`src/rtl/arb_pkg.sv`:
```
// Shared types, constants and the round-robin pick function for the
// 8-way arbiter.
package arb_pkg;

  localparam int unsigned N_REQ = 8;
  localparam int unsigned IDX_W = 3;

  typedef enum logic {
    IDLE  = 1'b0,
    GRANT = 1'b1
  } state_t;

  // First set bit of vec, scanning upward from ptr and wrapping 7->0.
  // Returns {found, idx}. idx is 0 when nothing is found.
  function automatic logic [IDX_W:0] rr_pick(input logic [N_REQ-1:0] vec,
                                             input logic [IDX_W-1:0] ptr);
    logic             found;
    logic [IDX_W-1:0] idx;
    logic [IDX_W-1:0] cand;
    found = 1'b0;
    idx   = '0;
    for (int unsigned i = 0; i < N_REQ; i++) begin
      cand = ptr + IDX_W'(i);
      if (!found && vec[cand]) begin
        found = 1'b1;
        idx   = cand;
      end
    end
    return {found, idx};
  endfunction

endpackage

```
`src/rtl/onehot_dec_3to8.sv`:
```
// 3-bit index to 8-bit one-hot decoder. Output is all-zero when en is low.
module onehot_dec_3to8 (
  input  logic       en,
  input  logic [2:0] idx,
  output logic [7:0] onehot
);

  // Set the single bit selected by idx, but only when enabled.
  always_comb begin
    onehot = '0;
    if (en) onehot[idx] = 1'b1;
  end

endmodule

```
`src/rtl/rr_arbiter_8.sv`:
```
// Round-robin arbiter for 8 requesters with a bounded hold time.
// The owner keeps the grant while it holds its request. It is rotated out
// after MAX_HOLD consecutive cycles when other requests are present.
module rr_arbiter_8 #(
  parameter int unsigned MAX_HOLD = 16
) (
  input  logic       clk,
  input  logic       rst_n,
  input  logic       en,
  input  logic [7:0] req,
  output logic [7:0] gnt,
  output logic [2:0] gnt_idx,
  output logic       gnt_valid,
  output logic       preempt
);
  import arb_pkg::*;

  localparam int unsigned      HC_W   = $clog2(MAX_HOLD);
  localparam logic [HC_W-1:0]  HC_MAX = HC_W'(MAX_HOLD - 1);

  state_t           state_q, state_d;
  logic [IDX_W-1:0] ptr_q, ptr_d;
  logic [HC_W-1:0]  hc_q, hc_d;
  logic [IDX_W-1:0] idx_d;
  logic             valid_d;
  logic             pre_d;
  logic [N_REQ-1:0] gnt_d;

  logic [IDX_W:0]   pick_idle;  // fresh arbitration from ptr
  logic [IDX_W:0]   pick_rel;   // handover with the owner masked out
  logic [IDX_W:0]   pick_rot;   // timeout, owner at lowest priority

  // Winner candidates for each of the three arbitration situations.
  always_comb begin
    pick_idle = rr_pick(req, ptr_q);
    pick_rel  = rr_pick(req & ~gnt, ptr_q);
    pick_rot  = rr_pick(req, gnt_idx + 1'b1);
  end

  // Next-state and next-output selection.
  always_comb begin
    state_d = state_q;
    ptr_d   = ptr_q;
    hc_d    = hc_q;
    idx_d   = gnt_idx;
    valid_d = gnt_valid;
    pre_d   = 1'b0;
    case (state_q)
      IDLE: begin
        if (en && pick_idle[IDX_W]) begin
          state_d = GRANT;
          valid_d = 1'b1;
          idx_d   = pick_idle[IDX_W-1:0];
          ptr_d   = pick_idle[IDX_W-1:0] + 1'b1;
          hc_d    = '0;
        end
      end
      GRANT: begin
        if (!req[gnt_idx]) begin
          // A release wins over a timeout on the same edge.
          if (en && pick_rel[IDX_W]) begin
            idx_d = pick_rel[IDX_W-1:0];
            ptr_d = pick_rel[IDX_W-1:0] + 1'b1;
            hc_d  = '0;
          end else begin
            state_d = IDLE;
            valid_d = 1'b0;
            hc_d    = '0;
          end
        end else if (hc_q != HC_MAX) begin
          hc_d = hc_q + 1'b1;
        end else if (en) begin
          // Owner's own bit is still set, so a winner always exists.
          pre_d = 1'b1;
          idx_d = pick_rot[IDX_W-1:0];
          ptr_d = pick_rot[IDX_W-1:0] + 1'b1;
          hc_d  = '0;
        end
        // With en low at timeout the grant is kept and hc stays saturated.
      end
      default: begin
        state_d = IDLE;
        valid_d = 1'b0;
      end
    endcase
  end

  // The next index is decoded before the register so that gnt always
  // matches gnt_idx and gnt_valid on the same cycle.
  onehot_dec_3to8 u_dec (
    .en     (valid_d),
    .idx    (idx_d),
    .onehot (gnt_d)
  );

  // Arbiter state and registered outputs.
  always_ff @(posedge clk or negedge rst_n) begin
    if (!rst_n) begin
      state_q   <= IDLE;
      ptr_q     <= '0;
      hc_q      <= '0;
      gnt_idx   <= '0;
      gnt_valid <= 1'b0;
      preempt   <= 1'b0;
      gnt       <= '0;
    end else begin
      state_q   <= state_d;
      ptr_q     <= ptr_d;
      hc_q      <= hc_d;
      gnt_idx   <= idx_d;
      gnt_valid <= valid_d;
      preempt   <= pre_d;
      gnt       <= gnt_d;
    end
  end

endmodule

```
`config.mk`:
```
export PLATFORM = sky130hd
export DESIGN_NAME = rr_arbiter_8
export DESIGN_NICKNAME = d
export VERILOG_FILES = /design/src/rtl/arb_pkg.sv /design/src/rtl/onehot_dec_3to8.sv /design/src/rtl/rr_arbiter_8.sv
export SDC_FILE = /design/constraint.sdc
export NUM_CORES = 1
export LEC_CHECK = 0
export CAP_MARGIN = 30
export CORE_AREA = 2 2 81 83
export CTS_BUF_LIST = sky130_fd_sc_hd__clkbuf_8
export CTS_CLUSTER_DIAMETER = 150
export DETAILED_ROUTE_END_ITERATION = 10
export DIE_AREA = 0 0 83 85
export PLACE_DENSITY = 0.95
export SYNTH_ARGS = -nofsm -noshare
export SYNTH_HDL_FRONTEND = slang
export SYNTH_SLANG_ARGS = --single-unit
```
`constraint.sdc`:
```
create_clock -name clk -period 11.75 [get_ports clk]
set_input_delay 3.525 -clock clk [delete_from_list [all_inputs] [get_ports clk]]
set_output_delay 3.525 -clock clk [all_outputs]
set_load 0.05 [all_outputs]
```
==> results.md <==
- Die Width: 83 um
- MaxCap Viol Count: 0
- Share of cells above drive strength 1: 17.8%
- Worst skew pair latency: 0.27 ns
- Syn Inst Count: 446
- Startpoint Class: primary input
- Slowest cell on crit path: clkdlybuf4s50_1
- Unique masters post-synth: 83
- Crit path DAT: 7.45 ns
- All-Layer GR Usage: 32.2%
- Commonest non-fill, non-tap cell in the layout: nand2_1
- Worst reg2reg setup slack: 6.25 ns
- Outcome: finished clean
- Setup TNS Final: 0 ns
- Core Box Area: 6200 um2
- Slew @ Worst Pin: 0.965 ns
- Worst Path Class, Setup: in -> reg
- Hold Path Stages: 1
- Placed Instance Area: 4220 um2
- Critical path, cell by cell: clkdlybuf4s50_1, nand2b_1, mux2i_1, mux4_2, or4_4, or2_1, o311ai_2, o32ai_1, nor3_4, nor4b_1
- Hold Path End: hc_q[0]
- Relative max-transition margin: 35.7%
- Max Slew Vio Count: 0
- Worst r2r src: gnt_idx[0]
- 1st-iter DRT viols: 539
- Period utilisation layout: 62.2%
- DRT antenna net count: 0
- Most frequent cells in the layout: nand2_1 (41), mux4_2 (36), mux2i_1 (32)
- Setup WS post-layout: 4.45 ns
- Worst-path clk slew: 0.08 ns
- Req. time, crit path: 11.89 ns
- Worst hold start: hc_q[0]
- Dpl hpwl: 8.19 mm
- H-tree depth: 1
- Initial Utilization: 65.0%
- Post-synth EDFFs: 0
- Post-CTS Setup Inserts: 0
- Syn. warnings: 0
- Filler Cell Count: 457
- # setup viols final: 0
- Antenna fix cells: 0
- Area occupied by multi-input gates: 3270 um2
- Post-synth top flop: dfrtp_1
- First-pass DRT Iterations: 6
- Area growth syn-to-layout: 5.67%
- Row count: 29
- Sequential share of the synthesized area: 13.0%
- Storage element area: 527 um2
- DR WL/cell: 21.6 um
- Buf+Inv Stages, Crit Path: 1
- CTS Buf Count: 3
- GRT overflow: 0
- DR vias: 4,008
- Final nets: 463
- Vias in the first global route: 3,666
- Type of the worst min-delay path: reg -> reg
- Fin crit period: 7.30 ns
- WL final: 11.3 mm
- Worst flop-to-flop path endpoint: gnt[5]
- Post-CTS Resized: 0
- CTS Hold Bufs: 0
- GP Congestion: 0.975
- Largest net degree at the start of global routing: 46
- Mean Syn Cell Area: 9.05 um2
- Setup Skew: 0.00282 ns
- Port Buffers: 23
- Ports: 24
- Fmax: 137 MHz
- Critical-path maximum fanout: 19
- Setup crit end kind: flip-flop
- Number of vias per cell: 7.68
- R2R cell count: 11
- Crit path largest cell delay: 0.73 ns
- Syn Std Cell Area: 4040 um2
- Pre-CTS WS: 4.24 ns
- Final hold vios: 0
- RSZ-0062 raised after global routing: false
- Mapped Nets: 463
- Hold_ws: 0.540 ns
- Share of synthesized registers carrying an async set or reset: 100%
- # DRC: 0
- CP top delay family: simple AND/OR/NAND/NOR gates
- Antenna violations before repair: 0
- Die area: 7060 um2
- First-pass GRT wire length: 18.6 mm
- Root Driver: clkbuf_8
- CTS tree: yes
- Height of the chip: 85 um
- Clk sinks: 21
- Post-route design area: 4260 um2
- Seq cells post-synth: 21
- CTS Buffer Depth: 2
-- sequential cells by signal, indices dropped and copies added, names as in the netlist --
signal     flops
hc_q           4
gnt_idx        3
preempt        1
ptr_q          3
gnt            8
state_q        1
gnt_valid      1
-- worst register-to-register path: stages, from the launching register on --
cell and delay (ns):
dfrtp_1 0.91, clkinv_1 0.50, ha_1 1.00, mux4_2 0.70, mux2i_2 0.37, nand4_1 0.31, nor2_1 0.20, a31oi_1 0.05
or2_1 0.22, and4_1 0.22, or3b_1 0.50, nor4b_1 0.40
-- cells in the mapped netlist (all sizes together), types with 7 or more instances --
cell type / count / area, um2
dfrtp: 21 / 526
clkbuf: 11 / 41.3
mux2i: 33 / 334
buf: 20 / 125
inv: 17 / 63.8
nand4: 7 / 43.8
nor2: 29 / 109
o21ai: 13 / 65.1
nor3: 10 / 61.3
nand3: 17 / 85.1
mux4: 36 / 811
o211ai: 7 / 57.6
nand2: 41 / 154
nand2b: 14 / 87.6
o22ai: 7 / 43.8
mux2: 19 / 214
a21oi: 15 / 75.1
-- stage by stage --
stage	utilization, %	cells
after floorplan	-	446
after global placement	68.0	518
after detailed placement	68.0	518
after CTS	68.7	522
after global routing	68.7	522
final	68.7	522
-- worst max path at each step --
stage | start | endpoint | depth (start not counted)
floorplan | req[6] | gnt[2] | 9
global placement | req[6] | gnt[5] | 10
detailed placement | req[6] | gnt[5] | 10
CTS | req[6] | gnt[5] | 10
global route | req[0] | gnt[5] | 10
finish | req[6] | gnt[5] | 10
-- cell families after synthesis --
logic type	Yosys count	share of synthesized area, %
adder cells (fa/ha/maj)	6	1.86
buffers and inverters	50	6.02
multiplexers	88	33.7
flip-flops	21	13.0
XOR/XNOR	9	3.22
AND/OR/NAND/NOR	170	23.3
AO/OA/AOI/OAI	102	18.9
-- metal layers --
layer / track usage (%) / vias up / share of wire [%]
met5: 0 / - / 0
li1: - / 1770 / -
met1: 44.2 / 1932 / 39
met3: 4.67 / 40 / 10
met4: 9.09 / 0 / 2.8
met2: 53.6 / 266 / 49
-- cell type report --
cell class	count	share of cell area (%)
sequential	21	12.4
clock buffer	3	0.968
tap	77	2.26
clock inverter	1	0.0880
inverter	19	1.79
timing repair buffer	26	5.93
multi-input combinational	375	76.6
Power is left out: the tool's default activity adds up to more than one toggle a clock period on the data nets, which glitch-free logic cannot reach.
